<file path="src/rtl/plab4_net_router_input_wormhole_ctrl.sv">
// Input-terminal wormhole controller for a ring router port: routes head flits
// greedily around the ring, then locks the chosen output for the packet body.
module plab4_net_router_input_wormhole_ctrl #(
  parameter int p_router_id      = 0,
  parameter int p_num_routers    = 8,
  parameter int p_num_free_nbits = 2,
  parameter int p_len_nbits      = 4,
  parameter int p_bubble_en      = 1,
  localparam int c_dest_nbits    = $clog2(p_num_routers)
)(
  input  logic                        clk,
  input  logic                        reset,
  input  logic [c_dest_nbits-1:0]     dest,
  input  logic [p_len_nbits-1:0]      len,
  input  logic                        in_val,
  output logic                        in_rdy,
  input  logic [p_num_free_nbits-1:0] num_free_west,
  input  logic [p_num_free_nbits-1:0] num_free_east,
  output logic [2:0]                  reqs,
  input  logic [2:0]                  grants,
  output logic                        busy,
  output logic [p_len_nbits-1:0]      flits_left
);

  // state   | meaning
  // ST_HEAD | next flit is a head; route from dest, bubble rule on ring ports
  // ST_BODY | body flits remain; requests go to the locked port only
  typedef enum logic {ST_HEAD, ST_BODY} state_t;

  state_t                 state, state_next;
  logic [2:0]             lock, lock_next;
  logic [p_len_nbits-1:0] flits_next;
  logic [2:0]             reqs_c;
  logic                   xfer;

  logic [31:0] fwd;
  logic        route_term, route_next;
  logic [2:0]  head_port;
  logic        west_head_ok, east_head_ok, west_ok, east_ok;

  assign fwd = (32'(dest) + 32'(p_num_routers) - 32'(p_router_id)) % 32'(p_num_routers);

  // Ties (fwd == N/2) go NEXT.
  assign route_term = (fwd == 32'd0);
  assign route_next = !route_term && (fwd <= (32'(p_num_routers) - fwd));
  assign head_port  = route_term ? 3'b010 : (route_next ? 3'b100 : 3'b001);

  assign west_ok = (num_free_west != '0);
  assign east_ok = (num_free_east != '0);
  // Bubble rule keeps one slot free on the ring so injection cannot deadlock it.
  assign west_head_ok = (p_bubble_en != 0) ? ((num_free_west >> 1) != '0) : west_ok;
  assign east_head_ok = (p_bubble_en != 0) ? ((num_free_east >> 1) != '0) : east_ok;

  always_ff @(posedge clk or posedge reset) begin
    if (reset) begin
      state      <= ST_HEAD;
      lock       <= 3'b000;
      flits_left <= '0;
    end else begin
      state      <= state_next;
      lock       <= lock_next;
      flits_left <= flits_next;
    end
  end

  always_comb begin
    state_next = state;
    lock_next  = lock;
    flits_next = flits_left;
    reqs_c     = 3'b000;
    xfer       = 1'b0;

    case (state)
      ST_HEAD: begin
        if (in_val) begin
          if (route_term)
            reqs_c = 3'b010;
          else if (route_next && west_head_ok)
            reqs_c = 3'b100;
          else if (!route_next && east_head_ok)
            reqs_c = 3'b001;
        end
      end
      ST_BODY: begin
        if (in_val && (lock[1] || (lock[2] && west_ok) || (lock[0] && east_ok)))
          reqs_c = lock;
      end
      default: reqs_c = 3'b000;
    endcase

    if (reset)
      reqs_c = 3'b000;

    xfer = |(reqs_c & grants);

    if (xfer) begin
      if (state == ST_HEAD) begin
        if (len != '0) begin
          state_next = ST_BODY;
          lock_next  = head_port;
          flits_next = len;
        end
      end else begin
        flits_next = flits_left - p_len_nbits'(1);
        if (flits_left == p_len_nbits'(1)) begin
          state_next = ST_HEAD;
          lock_next  = 3'b000;
        end
      end
    end
  end

  assign reqs   = reqs_c;
  assign in_rdy = xfer;
  assign busy   = (state == ST_BODY);

endmodule

</file>
<file path="config.mk">
export PLATFORM = sky130hd
export DESIGN_NAME = plab4_net_router_input_wormhole_ctrl
export DESIGN_NICKNAME = d
export VERILOG_FILES = /design/src/rtl/plab4_net_router_input_wormhole_ctrl.sv
export SDC_FILE = /design/constraint.sdc
export NUM_CORES = 1
export LEC_CHECK = 0
export ABC_AREA = 1
export BUFFER_PORTS_ARGS = -buffer_cell sky130_fd_sc_hd__buf_2
export CAP_MARGIN = 10
export CORE_MARGIN = 3
export CORE_UTILIZATION = 45
export DETAILED_ROUTE_END_ITERATION = 16
export GPL_TIMING_DRIVEN = 1
export PLACE_DENSITY = 0.73
export SYNTH_ARGS = -nofsm -noshare
export SYNTH_HDL_FRONTEND = slang
export SYNTH_SLANG_ARGS = --single-unit
</file>
<file path="constraint.sdc">
create_clock -name clk -period 4.1 [get_ports clk]
set_input_delay 0.41 -clock clk [delete_from_list [all_inputs] [get_ports clk]]
set_output_delay 0.41 -clock clk [all_outputs]
set_load 0.01 [all_outputs]
</file>
==> results.md, run 1 <==
- Status: finished clean
- Ys Warns: 0
- Kind of critical path: in2out
- Slew HR: 75.1%
- Synthesized cell area: 753 um2
- Comb pwr share: 52.1%
- First-pass GRT wire length: 2.65 mm
- CP Max Fanout: 12
- Inst Count DP: 152
- Top Ports: 26
- Most crowded layer after global routing: met2
- FF+latch count, synth: 8
- H-tree levels: 1
- Total track usage: 16.6%
- CTS Hold Bufs: 0
- WP data required: 3.69 ns
- CORE AREA: 1540 um2
- RD Place Congestion: 0.793
- Seq/Total Area, Yosys: 26.6%
- Commonest non-fill, non-tap cell in the layout: nand2_1
- Final WL: 1.65 mm
- Die Y-Extent: 46.9 um
- Slew @ Worst Pin: 0.373 ns
- Die X: 46.9 um
- Final Hold Fails: 0
- Worst r2r path cells: 9
- Die Area: 2200 um2
- Post-CTS Resized: 0
- P&R area growth vs syn: 18.6%
- Yosys cell types: 20
- Final Non-Filler Cells: 155
- Input/output buffers: 25
- Crit path buf inv count: 4
- Top cell family by delay on the critical path: simple AND/OR/NAND/NOR gates
- Row count: 14
- Leading cell types in the layout, fill and taps excluded: 39 x nand2_1, 25 x buf_2, 13 x inv_1
- Synth top area share: 26.6%
- Max Fclk: 407 MHz
- Number of DRC markers in iteration 0: 17
- Final setup fails: 0
- Main area contributors after synthesis: dfrtp_1 27%, nand2_1 19%, ha_1 10%
- Vias: 785
- Largest net degree at the start of global routing: 13
- HP Class: in2async
- Met2 Track Usage GR: 26.3%
- Final worst clock skew: 0.00158 ns
- Initial antenna violation count: 0
- Crit path max-delay cell type: ha_1
- Total clock buffers created by CTS: 3
- Met1 Usage GRT: 22.2%
- DR DRC count: 0
- Biggest area consumer among synthesized cells: dfrtp_1
- R2r setup slk: 2.33 ns
- Shortest period the worst path allows: 2.46 ns
- Vias per Instance: 5.06
- CTS sink cnt: 8
- Sequential Power Share: 35.1%
- Grt total ovfl: 0
- Routed Antenna Nets: 0
- Syn nets: 137
- Initial core utilization: 48.9%
- Worst path cell trace: buf_2 -> inv_1 -> ha_1 -> ha_1 -> inv_1 -> nand2_1 -> nand2_1 -> nand3_1 -> nand4_1 -> nand2_1 -> nand3_2 -> nand3_2 -> buf_2
- Clock Root Buffer: clkbuf_4
- Share of post-route cells with drive strength above 1: 27.3%
- Clk pwr share: 12.8%
- Slew Limit Fails: 0
- Vias in the first global route: 663
- Internal power: 242 uW
- Max-cap violations: 0
- Hold Slack: 0.146 ns
- Clock Path Buffers: 2
- Startpoint types: primary input
- Max IR drop VDD: 0.196 mV
- HPWL after DPL: 1.37 mm
- Fill cell count: 165
- Postcts setup bufs: 0
- Reg2reg end: flits_left[1]
- Fin nets: 164
- P_sw: 218 uW
- Post-Synthesis Cells: 114
- CP max stage delay: 0.29 ns
- CP Capture Type: primary output
- First-pass DRT Iterations: 6
- Reg2reg start: busy
- Setup TNS: 0 ns
- CTS tree: yes
- Crit path depth: 13
- Sw frac: 47.4%
- Critical path arrival: 2.05 ns
- Clock transition at the registers of the reported paths: 0.05 ns
- Worst-Skew Late Latency: 0.25 ns
- Leak: 0.529 nW
- Pwr/cell area: 514 nW/um2
- Final Cycle Share: 60.0%
- Syn_area_per_cell: 6.61 um2
- Critical path's most frequent cell: nand2_1
- Antenna Cells: 0
- Unrepaired setup endpoints after global routing: false
- Wire per inst: 10.6 um
- Met3 GRT Util: 2.30%
metal layers:
metal	share of wire [%]	up-vias
met2	50	21
met5	0	-
met3	4.6	0
met4	0	0
met1	46	346
li1	-	418
layout make-up:
cell class,instances,area [um2],share of cell area (%)
Sequential cell,8,200,22.4
Tap cell,16,20.0,2.24
Inverter,15,56.3,6.30
Clock buffer,3,22.5,2.52
Multi-Input combinational cell,88,469,52.5
Timing Repair Buffer,25,125,14.0
synth_stat cells, drive strengths merged:
master	instances
nor2	5
buf	3
nand2	42
nand4	2
inv	15
nor4	1
dfrtp	8
and2	1
and3	1
nor3	2
ha	6
xnor2	1
nand3	15
a21oi	4
o21ai	8
stage by stage:
step	area (um2)	power [mW]	setup WS, ns	util, %
after floorplan	753	0.340	2.02	-
after global placement	871	0.397	1.71	56.5
after detailed placement	871	0.402	1.64	56.5
after CTS	893	0.463	1.64	58.0
after global routing	893	0.512	1.50	58.0
final	893	0.459	1.64	58.0
flip-flops by register name, indices dropped and copies added, names as in the netlist:
register / count
flits_left: 4
lock: 3
busy: 1
kinds of logic (layout without fill, tap and decap cells):
family / Yosys count / in the layout / synth area share [%]
buf+inv: 18 / 43 / 11.1
xor+xnor: 1 / 1 / 1.16
compound gates: 12 / 12 / 7.97
fa+ha+maj: 6 / 6 / 9.97
simple gates: 69 / 69 / 43.2
flops: 8 / 8 / 26.6
worst max-delay path by stage:
stage	to	from	slack [ns]
2_1_floorplan	in_rdy	dest[1]	2.02
3_3_place_gp	in_rdy	dest[1]	1.71
3_5_place_dp	in_rdy	dest[1]	1.64
4_1_cts	in_rdy	dest[1]	1.64
5_1_grt	in_rdy	dest[1]	1.50
6_report	in_rdy	dest[1]	1.64
power groups by stage:
| stage | logic (mW) | registers [mW] | clock network (mW) |
|---|---|---|---|
| 2_1_floorplan | 0.188 | 0.152 | 0 |
| 3_3_place_gp | 0.235 | 0.161 | 0 |
| 3_5_place_dp | 0.240 | 0.162 | 0 |
| 4_1_cts | 0.241 | 0.161 | 0.0603 |
| 5_1_grt | 0.279 | 0.168 | 0.0650 |
| 6_report | 0.239 | 0.161 | 0.0589 |
Note: power is estimated with default switching activity, not from simulation.
==> inputs of run 2 (changes only) <==
==> constraint.sdc (replaced) <==
create_clock -name clk -period 2.4 [get_ports clk]
set_input_delay 0.24 -clock clk [delete_from_list [all_inputs] [get_ports clk]]
set_output_delay 0.24 -clock clk [all_outputs]
set_load 0.01 [all_outputs]
==> results.md, run 2 (synthesis gave the netlist of run 1 again) <==
- Worst-Skew Late Latency: 0.25 ns (about the same)
- Total clock buffers created by CTS: 3 (unchanged)
- Die Y-Extent: 46.9 um (unchanged)
- Clock Path Buffers: 2 (unchanged)
- H-tree levels: 1 (unchanged)
- Area occupied by multi-input gates: 469 um2 (unchanged)
- Routed Antenna Nets: 0 (unchanged)
- Clk pwr share: 12.6% (was 12.8%)
- First-pass GRT wire length: 2.81 mm (was 2.65 mm)
- Reg2reg start: busy (unchanged)
- Leak: 0.538 nW (was 0.529 nW)
- Max reg flops: 4 (unchanged)
- Top Ports: 26 (unchanged)
- RD Place Congestion: 0.801 (was 0.793)
- Post-CTS Resized: 0 (unchanged)
- Register with the most flip-flops: flits_left (unchanged)
- R2r setup slk: 0.80 ns (was 2.33 ns)
- Final Cycle Share: 88.4%
- Unrepaired setup endpoints after global routing: false (unchanged)
- DP Area: 878 um2 (was 871 um2)
- Input/output buffers: 25 (unchanged)
- Final Hold Fails: 0 (unchanged)
- Number of DRC markers in iteration 0: 20 (was 17)
- Internal power: 426 uW (was 242 uW)
- Final worst clock skew: 0.00667 ns (was 0.00158 ns)
- Shortest period the worst path allows: 2.12 ns
- Startpoint types: primary input (unchanged)
- Final WL: 1.71 mm (was 1.65 mm)
- Vias in the first global route: 718 (was 663)
- CTS Hold Bufs: 1 (was 0)
- Clock Root Buffer: clkbuf_4 (unchanged)
- Antenna Cells: 0 (unchanged)
- Setup TNS: 0 ns (unchanged)
- Die Area: 2200 um2 (unchanged)
- Slew @ Worst Pin: 0.372 ns (was 0.373 ns)
- Final Cell Area: 911 um2 (was 893 um2)
- Max Fclk: 472 MHz
- Slew Limit Fails: 0 (unchanged)
- P_sw: 372 uW (was 218 uW)
- CTS tree: yes (unchanged)
- Clock transition at the registers of the reported paths: 0.06 ns (was 0.05 ns)
- CTS sink cnt: 8 (unchanged)
- Max-cap violations: 0 (unchanged)
- P&R area growth vs syn: 20.9% (was 18.6%)
- Final worst slack: 0.279 ns (was 1.64 ns)
- Hold_sp: len[2]
- Initial antenna violation count: 0 (unchanged)
- Wire per inst: 10.9 um (was 10.6 um)
- Fin nets: 166 (was 164)
- Commonest non-fill, non-tap cell in the layout: nand2_1 (unchanged)
- HPWL after DPL: 1.42 mm (was 1.37 mm)
- First-pass DRT Iterations: 6 (unchanged)
- WP data required: 2.16 ns (was 3.69 ns)
- Pre-CTS setup slack: 0.300 ns (was 1.64 ns)
- CP Max Fanout: 12 (unchanged)
- Share of post-route cells with drive strength above 1: 27.7% (was 27.3%)
- CORE AREA: 1540 um2 (unchanged)
- Total track usage: 17.2% (was 16.6%)
- Leading cell types in the layout, fill and taps excluded: 39 x nand2_1, 25 x buf_2, 13 x inv_1 (unchanged)
- Sw frac: 46.6% (was 47.4%)
- Status: finished clean (unchanged)
- Postcts setup bufs: 0 (unchanged)
- Row count: 14 (unchanged)
- Max IR drop VDD: 0.399 mV (was 0.196 mV)
- Slew HR: 75.2% (was 75.1%)
- Pwr/cell area: 876 nW/um2 (was 514 nW/um2)
- HP Class: in2reg (was in2async)
- CP Capture Type: primary output (unchanged)
- Critical Path Start: reset (was dest[1])
- Final setup fails: 0 (unchanged)
- Grt total ovfl: 0 (unchanged)
- Fill cell count: 156 (was 165)
- Comb pwr share: 55.5% (was 52.1%)
- Critical path arrival: 1.88 ns (was 2.05 ns)
- Vias per Instance: 5.14 (was 5.06)
- Register Area: 200 um2 (unchanged)
- DR DRC count: 0 (unchanged)
- Initial core utilization: 48.9% (unchanged)
- Vias: 807 (was 785)
- Die X: 46.9 um (unchanged)
- Kind of critical path: in2out (unchanged)
- Sequential Power Share: 31.9% (was 35.1%)
- Largest net degree at the start of global routing: 13 (unchanged)
## run 2: cell types whose count changed in the layout (fill, tap and decap cells not counted), sizes merged
cell	change
dlygate4sd3	+1
buf	+1
## run 2: through the flow
step / total power, mW / hold slack [ns] / util [%] / std cells
floorplan: 0.581 / 0.0792 / - / 114
global placement: 0.690 / 0.250 / 57.0 / 153
detailed placement: 0.699 / 0.254 / 57.0 / 153
CTS: 0.802 / 0.352 / 59.1 / 157
global route: 0.893 / 0.378 / 59.1 / 157
finish: 0.798 / 0.355 / 59.1 / 157
## run 2: per-layer routing
layer,wire [um],track usage (%)
met5,0,0
met4,22,4.97
met2,855,29.5
met3,59,2.30
met1,771,22.4
## run 2: worst paths after layout
path	depth (start not counted)	endpoint
max	8	in_rdy
min in group asynchronous	3	flits_left[0]
max in group asynchronous	3	lock[0]
max reg2reg	9	flits_left[0]
min	5	flits_left[2]
min reg2reg	2	lock[0]
## run 2: worst max-delay path, cell delays in order
cell	delay [ns]
dlygate4sd3_1	0.55
buf_2	0.14
inv_1	0.28
nand2_1	0.09
nor2_1	0.15
nand2_1	0.08
nand3_2	0.18
buf_2	0.17
## run 2: final cells by class
cell class	instances	area share (%)
Sequential cell	8	22.0
Multi-Input combinational cell	88	51.5
Clock buffer	3	2.47
Inverter	15	6.18
Tap cell	16	2.20
Timing Repair Buffer	27	15.7
## run 2: power by group through the flow
stage / clock [mW] / combinational [mW] / sequential [mW]
final: 0.100 / 0.443 / 0.255
after global routing: 0.111 / 0.515 / 0.266
after CTS: 0.101 / 0.446 / 0.255
after detailed placement: 0 / 0.443 / 0.256
after global placement: 0 / 0.434 / 0.255
after floorplan: 0 / 0.321 / 0.260
==> inputs of run 3 (changes only) <==
--- a/config.mk
+++ b/config.mk
@@ -13,6 +13,7 @@
 export DETAILED_ROUTE_END_ITERATION = 16
 export GPL_TIMING_DRIVEN = 1
 export PLACE_DENSITY = 0.73
+export SETUP_SLACK_MARGIN = 0.3
 export SYNTH_ARGS = -nofsm -noshare
 export SYNTH_HDL_FRONTEND = slang
 export SYNTH_SLANG_ARGS = --single-unit
==> results.md, run 3 (synthesis gave the netlist of run 1 again) <==
- Leak: 0.545 nW (was 0.538 nW)
- Max-cap violations: 0 (unchanged)
- Met1 Usage GRT: 22.2% (was 22.4%)
- Worst-Skew Late Latency: 0.24 ns (was 0.25 ns)
- DR DRC count: 0 (unchanged)
- Status: finished clean (unchanged)
- Final worst slack: 0.473 ns (was 0.279 ns)
- CP Capture Type: primary output (unchanged)
- Final Cycle Share: 80.3% (was 88.4%)
- Largest net degree at the start of global routing: 13 (unchanged)
- Wire per inst: 10.9 um (about the same)
- Clock transition at the registers of the reported paths: 0.05 ns (was 0.06 ns)
- Grt total ovfl: 0 (unchanged)
- Most crowded layer after global routing: met2 (unchanged)
- Vias per Instance: 5.10 (was 5.14)
- Total Power: 811 uW (was 798 uW)
- Final worst clock skew: 0.00197 ns (was 0.00667 ns)
- Slew @ Worst Pin: 0.361 ns (was 0.372 ns)
- DP Area: 878 um2 (unchanged)
- HP Class: in2reg (unchanged)
- Row count: 14 (unchanged)
- Routed Antenna Nets: 0 (unchanged)
- Final setup fails: 0 (unchanged)
- Input/output buffers: 25 (unchanged)
- Max reg flops: 4 (unchanged)
- Top Ports: 26 (unchanged)
- Final Cell Area: 936 um2 (was 911 um2)
- Final WL: 1.72 mm (was 1.71 mm)
- Met2 Track Usage GR: 29.3% (was 29.5%)
- Number of DRC markers in iteration 0: 14 (was 20)
- Reg2reg end: flits_left[0] (unchanged)
- Register with the most flip-flops: flits_left (unchanged)
- Startpoint types: primary input (unchanged)
- Commonest non-fill, non-tap cell in the layout: nand2_1 (unchanged)
- Worst r2r path cells: 10 (was 9)
- Slew Limit Fails: 0 (unchanged)
- CP Max Fanout: 3 (was 12)
- Max Fclk: 519 MHz (was 472 MHz)
- Hold Slack: 0.359 ns (was 0.355 ns)
- Fill cell count: 159 (was 156)
- Met3 GRT Util: 2.30% (unchanged)
- Critical Path Start: dest[1] (was reset)
- Clock Root Buffer: clkbuf_4 (unchanged)
- Reg2reg start: busy (unchanged)
- Setup crit end: in_rdy (unchanged)
- Shortest period the worst path allows: 1.93 ns (was 2.12 ns)
- First-pass GRT wire length: 2.75 mm (was 2.81 mm)
- P&R area growth vs syn: 24.3% (was 20.9%)
- Final Hold Fails: 0 (unchanged)
- Pre-CTS setup slack: 0.300 ns (unchanged)
- RD Place Congestion: 0.801 (unchanged)
- Pwr/cell area: 867 nW/um2 (was 876 nW/um2)
- First-pass DRT Iterations: 4 (was 6)
- Total track usage: 16.8% (was 17.2%)
- Clock Path Buffers: 2 (unchanged)
- Slew HR: 75.9% (was 75.2%)
- CTS tree: yes (unchanged)
- H-tree levels: 1 (unchanged)
- CTS sink cnt: 8 (unchanged)
- Total clock buffers created by CTS: 3 (unchanged)
- Critical path arrival: 1.69 ns (was 1.88 ns)
- Kind of critical path: in2out (unchanged)
- Initial core utilization: 48.9% (unchanged)
- Vias in the first global route: 704 (was 718)
- Die Area: 2200 um2 (unchanged)
- CORE AREA: 1540 um2 (unchanged)
- Max IR drop VDD: 0.399 mV (about the same)
- Unrepaired setup endpoints after global routing: false (unchanged)
- HPWL after DPL: 1.42 mm (unchanged)
- R2r setup slk: 0.77 ns (was 0.80 ns)
- Die Y-Extent: 46.9 um (unchanged)
- Vias: 806 (was 807)
- Die X: 46.9 um (unchanged)
- Fin nets: 167 (was 166)
- Antenna Cells: 0 (unchanged)
- Initial antenna violation count: 0 (unchanged)
- Leading cell types in the layout, fill and taps excluded: 38 x nand2_1, 25 x buf_2, 13 x inv_1 (was 39 x nand2_1, 25 x buf_2, 13 x inv_1)
- Share of post-route cells with drive strength above 1: 30.3% (was 27.7%)
- WP data required: 2.16 ns (about the same)
- Setup TNS: 0 ns (unchanged)
==> run 3: changes by cell type in the layout (fill, tap and decap cells not counted), sizes merged <==
cell  previous run  this run
buf             26        27
==> run 3: cell type report <==
type | instances | area (um2) | area share, %
sequential | 8 | 200 | 21.4
timing repair buffer | 28 | 150 | 16.0
tap | 16 | 20.0 | 2.14
clock buffer | 3 | 22.5 | 2.41
inverter | 15 | 56.3 | 6.02
multi-input combinational | 88 | 487 | 52.0
==> run 3: worst min-delay path by stage <==
stage | to | cells after the start | slack, ns | start
2_1_floorplan | busy | 1 | 0.08 | reset
3_3_place_gp | lock[2] | 2 | 0.25 | reset
3_5_place_dp | lock[0] | 2 | 0.25 | reset
4_1_cts | flits_left[2] | 5 | 0.35 | len[2]
5_1_grt | flits_left[0] | 5 | 0.38 | len[0]
6_report | flits_left[2] | 5 | 0.36 | len[2]
==> run 3: metal layers <==
| metal | part of all wire (%) | vias up | wire length [um] |
|---|---|---|---|
| li1 | - | 422 | - |
| met1 | 45 | 369 | 778 |
| met2 | 51 | 15 | 886 |
| met3 | 3.3 | 0 | 57 |
| met4 | 0 | 0 | 0 |
| met5 | 0 | - | 0 |
==> run 3: what timing repair did <==
item | 4_1_cts | 5_1_grt
setup buffers | 0 | 1
resized for setup | 1 | 3
setup endpoints to repair | 1 | 1
endpoints found under the hold margin | 8 | 0
pin swaps | 0 | 3
hold buffers | 1 | 0
==> run 3: critical path: stages <==
cell and delay, ns:
buf_2 0.10, inv_1 0.06, ha_2 0.17, ha_1 0.29
inv_1 0.04, nand2_1 0.07, nand2_2 0.06, nand3_2 0.06
nand2_2 0.06, nand2_2 0.08, nand3_2 0.07, nand2_2 0.08
nand3_2 0.08, nand3_4 0.09, buf_2 0.13
==> run 3: through the flow <==
stage / instances / util (%)
CTS: 157 / 59.6
global route: 158 / 60.7
floorplan: 114 / -
detailed placement: 153 / 57.0
finish: 158 / 60.7
global placement: 153 / 57.0
==> run 3: report_power, final <==
group          total, mW  internal (mW)  leakage (nW)  switching [mW]
sequential         0.255          0.192         0.102          0.0624
clock             0.0997         0.0570        0.0138          0.0427
combinational      0.457          0.185         0.429           0.272
